<file path="src/rtl/freq_meter_pkg.sv">
// Shared definitions for the reciprocal frequency / duty / phase meter.
`timescale 1ns / 1ps

package freq_meter_pkg;

  // Default width of every result counter.
  localparam int unsigned CntWDefault = 32;

  // Default number of flops on each asynchronous input.
  localparam int unsigned SyncStagesDefault = 2;

  // Gate control states.
  typedef enum logic [2:0] {
    StIdle  = 3'd0,
    StArm   = 3'd1,
    StMeas  = 3'd2,
    StClose = 3'd3,
    StDone  = 3'd4
  } state_e;

  // The real gate is open (counters run) only in these two states.
  function automatic logic is_counting(input state_e s);
    return (s == StMeas) || (s == StClose);
  endfunction

endpackage

</file>
<file path="src/rtl/sync_edge.sv">
// Multi-flop synchroniser for one asynchronous input, with rising-edge detect
// on the synchronised value.
`timescale 1ns / 1ps

module sync_edge
  import freq_meter_pkg::*;
#(
  parameter int unsigned SYNC_STAGES = SyncStagesDefault
) (
  input  logic clk_i,
  input  logic rst_i,
  input  logic d_i,
  output logic q_o,
  output logic rise_o
);

  logic [SYNC_STAGES-1:0] sync_q;
  logic                   q_dly_q;

  // Shift the input through the synchroniser chain and keep a one-cycle delayed copy.
  always_ff @(posedge clk_i) begin
    if (rst_i) begin
      sync_q  <= '0;
      q_dly_q <= 1'b0;
    end else begin
      sync_q[0] <= d_i;
      for (int unsigned i = 1; i < SYNC_STAGES; i++) begin
        sync_q[i] <= sync_q[i-1];
      end
      q_dly_q <= sync_q[SYNC_STAGES-1];
    end
  end

  assign q_o    = sync_q[SYNC_STAGES-1];
  assign rise_o = q_o & ~q_dly_q;

endmodule

</file>
<file path="src/rtl/freq_meter_top.sv">
// Equal-precision frequency meter core. A start command arms the gate; the real gate
// opens and closes on fx rising edges so it always spans whole fx periods. While it is
// open, fx edges, clk cycles, fx high time and fx-to-fxB lag are accumulated.
`timescale 1ns / 1ps

module freq_meter_top
  import freq_meter_pkg::*;
#(
  parameter int unsigned CNT_W       = CntWDefault,
  parameter int unsigned SYNC_STAGES = SyncStagesDefault
) (
  input  logic             clk,
  input  logic             rst,
  input  logic             start_sig,
  input  logic             fx,
  input  logic             fxB,
  output logic [CNT_W-1:0] fx_cnt,
  output logic [CNT_W-1:0] fbase_cnt,
  output logic [CNT_W-1:0] time_cnt,
  output logic [CNT_W-1:0] duty_cnt,
  output logic             LED
);

  // Synchronised inputs.
  logic start_s, start_rise;
  logic fx_s, fx_rise;
  logic fxb_s, fxb_rise;

  sync_edge #(
    .SYNC_STAGES(SYNC_STAGES)
  ) u_sync_start (
    .clk_i (clk),
    .rst_i (rst),
    .d_i   (start_sig),
    .q_o   (start_s),
    .rise_o(start_rise)
  );

  sync_edge #(
    .SYNC_STAGES(SYNC_STAGES)
  ) u_sync_fx (
    .clk_i (clk),
    .rst_i (rst),
    .d_i   (fx),
    .q_o   (fx_s),
    .rise_o(fx_rise)
  );

  sync_edge #(
    .SYNC_STAGES(SYNC_STAGES)
  ) u_sync_fxb (
    .clk_i (clk),
    .rst_i (rst),
    .d_i   (fxB),
    .q_o   (fxb_s),
    .rise_o(fxb_rise)
  );

  // Only the level of start and fxB matters; their edge detects are left idle.
  logic unused_rise;
  assign unused_rise = start_rise ^ fxb_rise;

  // Increment that sticks at all-ones instead of wrapping.
  function automatic logic [CNT_W-1:0] sat_inc(input logic [CNT_W-1:0] v);
    return (v == {CNT_W{1'b1}}) ? v : v + CNT_W'(1);
  endfunction

  state_e state_q, state_d;
  logic   led_q, led_d;
  logic   clr;
  logic   cnt_en;

  logic [CNT_W-1:0] fx_cnt_q, fx_cnt_d;
  logic [CNT_W-1:0] fbase_cnt_q, fbase_cnt_d;
  logic [CNT_W-1:0] time_cnt_q, time_cnt_d;
  logic [CNT_W-1:0] duty_cnt_q, duty_cnt_d;

  // Gate control: next state, counter clear and LED.
  always_comb begin
    state_d = state_q;
    led_d   = led_q;
    clr     = 1'b0;
    unique case (state_q)
      StIdle: begin
        if (start_s) state_d = StArm;
      end
      StArm: begin
        // First fx edge opens the gate; if start drops first, nothing is disturbed.
        if (fx_rise) begin
          clr     = 1'b1;
          led_d   = 1'b1;
          state_d = StMeas;
        end else if (!start_s) begin
          state_d = StIdle;
        end
      end
      StMeas: begin
        if (!start_s) state_d = StClose;
      end
      StClose: begin
        // Close on the next fx edge so the gate covers whole periods.
        if (fx_rise) begin
          led_d   = 1'b0;
          state_d = StDone;
        end
      end
      StDone: begin
        // Holds off a new gate until start has been seen low.
        if (!start_s) state_d = StIdle;
      end
      default: begin
        state_d = StIdle;
      end
    endcase
  end

  assign cnt_en = is_counting(state_q);

  // Counter next-state: clear on gate open, otherwise accumulate while the gate is open.
  always_comb begin
    fx_cnt_d    = fx_cnt_q;
    fbase_cnt_d = fbase_cnt_q;
    time_cnt_d  = time_cnt_q;
    duty_cnt_d  = duty_cnt_q;
    if (clr) begin
      fx_cnt_d    = '0;
      fbase_cnt_d = '0;
      time_cnt_d  = '0;
      duty_cnt_d  = '0;
    end else if (cnt_en) begin
      fbase_cnt_d = sat_inc(fbase_cnt_q);
      if (fx_rise) fx_cnt_d = sat_inc(fx_cnt_q);
      if (fx_s) duty_cnt_d = sat_inc(duty_cnt_q);
      if (fx_s && !fxb_s) time_cnt_d = sat_inc(time_cnt_q);
    end
  end

  // State, LED and result registers.
  always_ff @(posedge clk) begin
    if (rst) begin
      state_q     <= StIdle;
      led_q       <= 1'b0;
      fx_cnt_q    <= '0;
      fbase_cnt_q <= '0;
      time_cnt_q  <= '0;
      duty_cnt_q  <= '0;
    end else begin
      state_q     <= state_d;
      led_q       <= led_d;
      fx_cnt_q    <= fx_cnt_d;
      fbase_cnt_q <= fbase_cnt_d;
      time_cnt_q  <= time_cnt_d;
      duty_cnt_q  <= duty_cnt_d;
    end
  end

  assign fx_cnt    = fx_cnt_q;
  assign fbase_cnt = fbase_cnt_q;
  assign time_cnt  = time_cnt_q;
  assign duty_cnt  = duty_cnt_q;
  assign LED       = led_q;

endmodule

</file>
<file path="config.mk">
export PLATFORM = sky130hd
export DESIGN_NAME = freq_meter_top
export DESIGN_NICKNAME = d
export VERILOG_FILES = /design/src/rtl/freq_meter_pkg.sv /design/src/rtl/sync_edge.sv /design/src/rtl/freq_meter_top.sv
export SDC_FILE = /design/constraint.sdc
export NUM_CORES = 1
export LEC_CHECK = 0
export BUFFER_PORTS_ARGS = -buffer_cell sky130_fd_sc_hd__buf_2
export CAP_MARGIN = 20
export CORE_ASPECT_RATIO = 0.5
export CORE_MARGIN = 1
export CORE_UTILIZATION = 35
export CTS_CLUSTER_DIAMETER = 150
export DETAILED_ROUTE_END_ITERATION = 10
export PLACE_DENSITY = 0.55
export SKIP_CTS_REPAIR_TIMING = 1
export SLEW_MARGIN = 20
export SYNTH_ARGS = -nofsm -noshare
export SYNTH_HDL_FRONTEND = slang
export SYNTH_HIERARCHICAL = 1
export SYNTH_SLANG_ARGS = --single-unit
</file>
<file path="constraint.sdc">
create_clock -name clk -period 2.15 [get_ports clk]
set_clock_uncertainty 0.05 [all_clocks]
set_input_delay 0.3225 -clock clk [delete_from_list [all_inputs] [get_ports clk]]
set_output_delay 0.3225 -clock clk [all_outputs]
set_load 0.02 [all_outputs]
</file>
==> impl_metrics.json, run 1 <==
{
  "status": "completed",
  "dp.cells": 1338,
  "synth_cells": 844,
  "final_cell_area_sq_um": 9860,
  "placement.cell_area_sq_um": 8940,
  "vias": 7436,
  "path_delay_family": "simple AND/OR/NAND/NOR gates",
  "fill_cells": 1837,
  "syn_area_per_cell_sq_um": 8.22,
  "cpMaxStageDelayCell": "or4_4",
  "synthToLayoutAreaGrowth_pct": 42.1,
  "start_kind": "flop",
  "crit_required_ns": 2.46,
  "nets": 1113,
  "timing.fmax_mhz": 470,
  "slowest_delay_ns": 0.58,
  "overflow": 0,
  "cap_violations": 0,
  "crit_arrival_ns": 2.43,
  "wl_per_cell_microns": 15.8,
  "cp_max_fo": 5,
  "ir_drop_mv": 0.543,
  "drtIter0Drc": 364,
  "setup_viol": 0,
  "period_needed_ns": 2.13,
  "post-route-period-util_pct": 99.0,
  "p_int_mw": 4.76,
  "final_util_pct": 52.1,
  "switching_share_pct": 21.2,
  "initial_utilization_pct": 36.7,
  "cts_sinks": 139,
  "setup_ws_ns": 0.0205,
  "multiInputGateArea_sq_um": 4150,
  "holdWs_ns": 0.0627,
  "power_per_cell_area_nw_per_um2": 613,
  "p_total_mw": 6.04,
  "grt_max_degree": 28,
  "ant_nets": 0,
  "regArea_sq_um": 2820,
  "first_pass_iters": 5,
  "maxSlewViolCount": 0,
  "numPortBuffers": 133,
  "die_area_sq_um": 20400,
  "power.leakage_nw": 3.80,
  "worst_pin_slew_ns": 0.576,
  "syn_area_sq_um": 6940,
  "path_class": "flop to flop",
  "drc": 0,
  "critical_path_buf_inv_count": 0,
  "clockBufferDepth": 2,
  "cts_root_buffer": "clkbuf_16",
  "grt_util_all_layers_pct": 21.1,
  "min_path_type": "input pin to flop",
  "vias_per_cell": 5.40,
  "path_cells": "ha_4, nand4_1, or4_4, a31o_4, or4_1, a21oi_1",
  "grt_pass1_wl_microns": 34800,
  "globalplace.congestion": 0.838,
  "grt_pass1_vias": 6785,
  "pwr-share-seq_pct": 42.7,
  "clkLatencyLatePin_ns": 0.42,
  "hold_viol_final": 0,
  "clk_pin_slew_ns": 0.06,
  "die_w_microns": 201,
  "synth_warnings": 6,
  "setup_tns_ns": 0,
  "synth_nets": 853,
  "cts_made_buffers": 17,
  "endpoint_kind": "flop",
  "rows": 35,
  "maxSlewHeadroom_pct": 61.6,
  "layout.cells.non_filler": 1376,
  "h-tree-depth": 4,
  "io_pins": 134,
  "pwr-share-comb_pct": 1.8,
  "dieHeight_microns": 102,
  "power.switching_mw": 1.28,
  "fp.coreArea_sq_um": 18900,
  "hpwl_microns": 15500,
  "wirelength_microns": 21800,
  "antenna_found_initial": 0,
  "drive_gt1_share_pct": 36.1,
  "rsz0062_at_grt": "true",
  "pre_cts_ws_ns": -0.00928,
  "cts_tree": "done",
  "num_antenna_cells": 0,
  "pwr-share-clk_pct": 55.5
}
## routing by layer
layer / global-route usage (%) / vias to the layer above / routed length, microns
li1: - / 3731 / -
met3: 3.89 / 22 / 850
met4: 6.81 / 0 / 237
met2: 33.9 / 155 / 10100
met5: 0 / - / 0
met1: 28.8 / 3528 / 10600
## final timing paths
check,to,start,cells after the start,slack (ns)
min reg2reg,u_sync_start/sync_q[1],u_sync_start/sync_q[0],1,0.39
min,u_sync_fx/sync_q[0],fx,2,0.06
max reg2reg,time_cnt[18],time_cnt[1],6,0.02
max,time_cnt[18],time_cnt[1],6,0.02
## registers in the layout, indices dropped and copies added, names as in the netlist
signal               cells
LED                      1
duty_cnt                32
fbase_cnt               32
fx_cnt                  32
state_q                  3
time_cnt                32
u_sync_fx/q_dly_q        1
u_sync_fx/sync_q         2
u_sync_fxb/sync_q        2
u_sync_start/sync_q      2
## layout by cell type (no fill, tap or decap), types with 35 or more instances in the layout
master and instances:
dfxtp_1 110, or3_1 67, nand3_1 42, a21oi_1 81, nand4_1 37, nand2_1 74, buf_2 133, o31ai_1 35
nor2_1 36, o21ai_0 51, buf_4 150
## final cells by class
| type | instances | area share (%) |
|---|---|---|
| clock buffers | 21 | 4.77 |
| clock inverters | 11 | 1.92 |
| inverters | 18 | 0.685 |
| multi-input cells | 642 | 42.1 |
| flip-flops and latches | 139 | 28.6 |
| well taps | 259 | 3.29 |
| repair buffers | 286 | 18.6 |
## power groups by stage
stage	registers, mW	logic, mW	clock network, mW
final	2.58	0.107	3.36
after global routing	2.58	0.118	3.52
after CTS	2.58	0.108	3.41
after detailed placement	2.64	0.108	0
after global placement	2.64	0.107	0
after floorplan	2.64	0.0602	0
Note: power is estimated with default switching activity, not from simulation.
==> inputs of run 2 (changes only) <==
--- a/config.mk
+++ b/config.mk
@@ -7,12 +7,14 @@
 export LEC_CHECK = 0
 export BUFFER_PORTS_ARGS = -buffer_cell sky130_fd_sc_hd__buf_2
 export CAP_MARGIN = 20
+export CELL_PAD_IN_SITES_DETAIL_PLACEMENT = 0
+export CELL_PAD_IN_SITES_GLOBAL_PLACEMENT = 1
 export CORE_ASPECT_RATIO = 0.5
-export CORE_MARGIN = 1
+export CORE_MARGIN = 3
 export CORE_UTILIZATION = 35
 export CTS_CLUSTER_DIAMETER = 150
 export DETAILED_ROUTE_END_ITERATION = 10
-export PLACE_DENSITY = 0.55
+export PLACE_DENSITY = 0.71
 export SKIP_CTS_REPAIR_TIMING = 1
 export SLEW_MARGIN = 20
 export SYNTH_ARGS = -nofsm -noshare
==> impl_metrics.json, run 2 (same netlist as run 1, synthesis figures left out) <==
{
  "status": "completed",
  "worst_pin_slew_ns": 0.588,
  "die_w_microns": 205,
  "synthToLayoutAreaGrowth_pct": 38.4,
  "drc": 0,
  "timing.fmax_mhz": 476,
  "ant_nets": 0,
  "grt_pass1_vias": 6865,
  "power_per_cell_area_nw_per_um2": 592,
  "final_cell_area_sq_um": 9600,
  "power.switching_mw": 1.33,
  "switching_share_pct": 23.5,
  "slowest_delay_ns": 0.50,
  "grt_pass1_wl_microns": 35300,
  "vias_per_cell": 5.44,
  "r2r_slack_ns": 0.05,
  "grtUsageMet3_pct": 4.60,
  "rows": 35,
  "hpwl_microns": 15700,
  "power.leakage_nw": 3.68,
  "critical_path_buf_inv_count": 0,
  "dieHeight_microns": 106,
  "path_cells": "ha_4, nand4_1, or4_4, a31o_4, or4_1, a21oi_1",
  "cts_sinks": 139,
  "die_area_sq_um": 21700,
  "globalplace.congestion": 0.827,
  "hold_viol_final": 0,
  "first_pass_iters": 5,
  "reg2reg_depth": 6,
  "h-tree-depth": 4,
  "gr-usage-met1_pct": 27.8,
  "r2r_end": "time_cnt[22]",
  "min-delay-start": "start_sig",
  "layout_common_cells": "buf_4, buf_2, dfxtp_1, a21oi_1, nand2_1",
  "layout_commonest_cell": "buf_4",
  "initial_utilization_pct": 36.7,
  "path_class": "flop to flop",
  "setup_viol": 0,
  "num_antenna_cells": 0,
  "drive_gt1_share_pct": 34.4,
  "rsz0062_at_grt": "true",
  "clockBufferDepth": 2,
  "crit_required_ns": 2.45,
  "min_path_type": "input pin to flop",
  "io_pins": 134,
  "fp.coreArea_sq_um": 18900,
  "cp_num_cells": 6,
  "final_util_pct": 50.8,
  "overflow": 0,
  "placement.cell_area_sq_um": 8850,
  "wl_per_cell_microns": 16.1,
  "grt_util_all_layers_pct": 20.0,
  "clk_pin_slew_ns": 0.07,
  "gr-usage-met2_pct": 32.0,
  "hold_path_end": "u_sync_start/sync_q[0]",
  "cts_made_buffers": 17,
  "grt_max_degree": 33,
  "antenna_found_initial": 0,
  "drtIter0Drc": 399,
  "pwr-share-clk_pct": 52.8,
  "post-route-period-util_pct": 97.8,
  "r2r_start": "time_cnt[0]",
  "crit_arrival_ns": 2.40,
  "wirelength_microns": 21900,
  "cts_tree": "done",
  "cap_violations": 0,
  "endpoint_kind": "flop",
  "clkLatencyLatePin_ns": 0.43,
  "vias": 7426,
  "p_int_mw": 4.35,
  "numPortBuffers": 133,
  "path_delay_family": "simple AND/OR/NAND/NOR gates",
  "hold_depth": 2,
  "maxSlewHeadroom_pct": 60.7,
  "cpMaxStageDelayCell": "or4_1",
  "nets": 1102,
  "pwr-share-comb_pct": 1.8,
  "ir_drop_mv": 0.535,
  "maxSlewViolCount": 0,
  "period_needed_ns": 2.10,
  "start_kind": "flop",
  "cp_max_fo": 8,
  "busiest_layer": "met2",
  "pwr-share-seq_pct": 45.4,
  "cts_root_buffer": "clkbuf_16"
}
[run 2: cell count changes in the layout (fill, tap and decap cells not counted), sizes merged]
cell,change
buf,-10
clkinv,+4
bufinv,-3
clkbuf,-3
inv,+2
a31o,-1
[run 2: per-layer routing]
layer  vias to the layer above  wire, microns
met1                      3591          10900
li1                       3704              -
met4                         0            148
met5                         -              0
met3                        12            828
met2                       119          10100
[run 2: metrics by stage]
stage	total power [mW]	setup TNS (ns)	hold slack [ns]	setup WS (ns)	instances
floorplan	2.70	-0.131	0.344	-0.0632	844
global placement	2.74	-0.0525	0.383	-0.0356	1328
detailed placement	2.74	-0.0683	0.377	-0.0332	1328
CTS	5.76	-0.126	0.0406	-0.0529	1360
global route	5.88	-0.0577	0.0571	-0.0412	1365
finish	5.68	0	0.0558	0.0478	1365
[run 2: power groups by stage]
stage,combinational [mW],clock (mW),sequential [mW]
finish,0.103,3.00,2.58
global route,0.114,3.18,2.58
CTS,0.105,3.07,2.58
detailed placement,0.104,0,2.64
global placement,0.103,0,2.64
floorplan,0.0602,0,2.64
[run 2: worst max-delay path by stage]
stage,startpoint,end,slack (ns)
2_1_floorplan,time_cnt[0],time_cnt[22],-0.06
3_3_place_gp,state_q[1],fx_cnt[21],-0.04
3_5_place_dp,state_q[1],fx_cnt[21],-0.03
4_1_cts,u_sync_fx/sync_q[1],fx_cnt[21],-0.05
5_1_grt,duty_cnt[6],duty_cnt[29],-0.04
6_report,time_cnt[0],time_cnt[22],0.05
[run 2: area by class of cell]
type | count | area (sq um)
clock buffer | 18 | 439
clock inverter | 14 | 144
fill | 1895 | 9310
inverter | 18 | 67.6
multi-input combinational | 641 | 4060
sequential | 139 | 2830
tap | 259 | 324
timing repair buffer | 276 | 1740
[run 2: worst register-to-register path: cells and delay by family, from the launching register on]
family / cells / cell delay, ns
simple gates: 3 / 1.08
compound gates: 2 / 0.42
flops: 1 / 0.35
fa+ha+maj: 1 / 0.13
==> inputs of run 3 (changes only) <==
--- a/config.mk
+++ b/config.mk
@@ -11,10 +11,10 @@
 export CELL_PAD_IN_SITES_GLOBAL_PLACEMENT = 1
 export CORE_ASPECT_RATIO = 0.5
 export CORE_MARGIN = 3
-export CORE_UTILIZATION = 35
+export CORE_UTILIZATION = 37
 export CTS_CLUSTER_DIAMETER = 150
 export DETAILED_ROUTE_END_ITERATION = 10
-export PLACE_DENSITY = 0.71
+export PLACE_DENSITY = 0.74
 export SKIP_CTS_REPAIR_TIMING = 1
 export SLEW_MARGIN = 20
 export SYNTH_ARGS = -nofsm -noshare
==> impl_metrics.json, run 3 (same netlist as run 1, synthesis figures left out) <==
{
  "cap_violations": 0,
  "overflow": 0,
  "fill_cells": 1730,
  "r2r_end": "time_cnt[22]",
  "hpwl_microns": 15200,
  "min_path_type": "input pin to flop",
  "crit_end": "time_cnt[22]",
  "r2r_start": "time_cnt[0]",
  "reg2reg_depth": 6,
  "cts_sinks": 139,
  "layout_common_cells": "buf_2, buf_4, dfxtp_1, a21oi_1, nand2_1",
  "cts_tree": "done",
  "ir_drop_mv": 0.534,
  "rsz0062_at_grt": "true",
  "first_pass_iters": 5,
  "r2r_slack_ns": 0.05,
  "startpoint": "time_cnt[0]",
  "globalplace.congestion": 0.864,
  "hold_viol_final": 0,
  "vias_per_cell": 5.60,
  "h-tree-depth": 4,
  "grt_max_degree": 43,
  "maxSlewViolCount": 0,
  "antenna_found_initial": 0,
  "wirelength_microns": 21200,
  "final_util_pct": 53.7,
  "drc": 0,
  "power.leakage_nw": 3.67,
  "cp_max_fo": 5,
  "nets": 1089,
  "holdWs_ns": 0.0612,
  "crit_required_ns": 2.45,
  "io_pins": 134,
  "numPortBuffers": 133,
  "path_cells": "ha_4, nand4_1, or4_4, a31o_4, or4_1, a21oi_1",
  "period_needed_ns": 2.10,
  "drtIter0Drc": 384,
  "multiInputGateArea_sq_um": 4090,
  "clk_pin_slew_ns": 0.07,
  "layout_commonest_cell": "buf_2",
  "vias": 7429,
  "worst_pin_slew_ns": 0.483,
  "grt_pass1_vias": 6616,
  "drive_gt1_share_pct": 33.7,
  "post-route-period-util_pct": 97.8,
  "status": "completed",
  "maxSlewHeadroom_pct": 67.7,
  "dp.cells": 1289,
  "endpoint_kind": "flop",
  "start_kind": "flop",
  "clkLatencyLatePin_ns": 0.43,
  "final_cell_area_sq_um": 9590,
  "num_antenna_cells": 0,
  "crit_arrival_ns": 2.41,
  "cts_root_buffer": "clkbuf_16",
  "power_per_cell_area_nw_per_um2": 607,
  "regArea_sq_um": 2820,
  "grt_util_all_layers_pct": 20.5,
  "die_area_sq_um": 20500,
  "layout.cells.non_filler": 1326,
  "synthToLayoutAreaGrowth_pct": 38.2,
  "timing.fmax_mhz": 475,
  "die_w_microns": 200,
  "placement.cell_area_sq_um": 8770,
  "grt_pass1_wl_microns": 34100,
  "path_class": "flop to flop",
  "fp.coreArea_sq_um": 17900,
  "rows": 34,
  "dieHeight_microns": 103,
  "initial_utilization_pct": 38.8,
  "slowest_delay_ns": 0.50,
  "ant_nets": 0,
  "cts_made_buffers": 17,
  "setup_viol": 0,
  "wl_per_cell_microns": 16.0,
  "cpMaxStageDelayCell": "or4_1",
  "clockBufferDepth": 2,
  "setup_tns_ns": 0
}
-- run 3: worst max-delay path: cells and delay by family, from the launching register on --
family	cells	cell delay [ns]
flip-flops	1	0.35
AO/OA/AOI/OAI	2	0.40
AND/OR/NAND/NOR	3	1.10
adder cells (fa/ha/maj)	1	0.13
-- run 3: per-layer routing --
metal | global-route usage, % | vias to the layer above | routed length [microns]
li1 | - | 3703 | -
met4 | 4.18 | 0 | 164
met3 | 4.11 | 15 | 952
met2 | 33.7 | 169 | 9970
met5 | 0 | - | 0
met1 | 28.3 | 3542 | 10100
-- run 3: metrics by stage --
stage               total power, mW  worst slack [ns]
CTS                            5.88          -0.00961
global route                   6.02           -0.0324
finish                         5.82            0.0469
floorplan                      2.70           -0.0632
global placement               2.75            0.0503
detailed placement             2.75            0.0182
-- run 3: how the worst min path moves through the flow --
stage	from	end	slack [ns]	depth (start not counted)
2_1_floorplan	rst	u_sync_fx/q_dly_q	0.34	1
5_1_grt	start_sig	u_sync_start/sync_q[0]	0.06	2
6_report	start_sig	u_sync_start/sync_q[0]	0.06	2
4_1_cts	start_sig	u_sync_start/sync_q[0]	0.04	2
3_5_place_dp	u_sync_fx/sync_q[0]	u_sync_fx/sync_q[1]	0.38	1
3_3_place_gp	u_sync_start/sync_q[0]	u_sync_start/sync_q[1]	0.38	1
-- run 3: layout make-up --
type / count / area share, %
Multi-Input combinational cell: 642 / 42.7
Sequential cell: 139 / 29.5
Timing Repair Buffer: 262 / 17.6
Clock buffer: 21 / 5.01
Tap cell: 234 / 3.05
Clock inverter: 10 / 1.46
Inverter: 18 / 0.705
-- run 3: power breakdown --
part	switching, mW	internal [mW]
Combinational	0.0736	0.0367
Sequential	0.00388	2.58
Clock	1.19	1.94
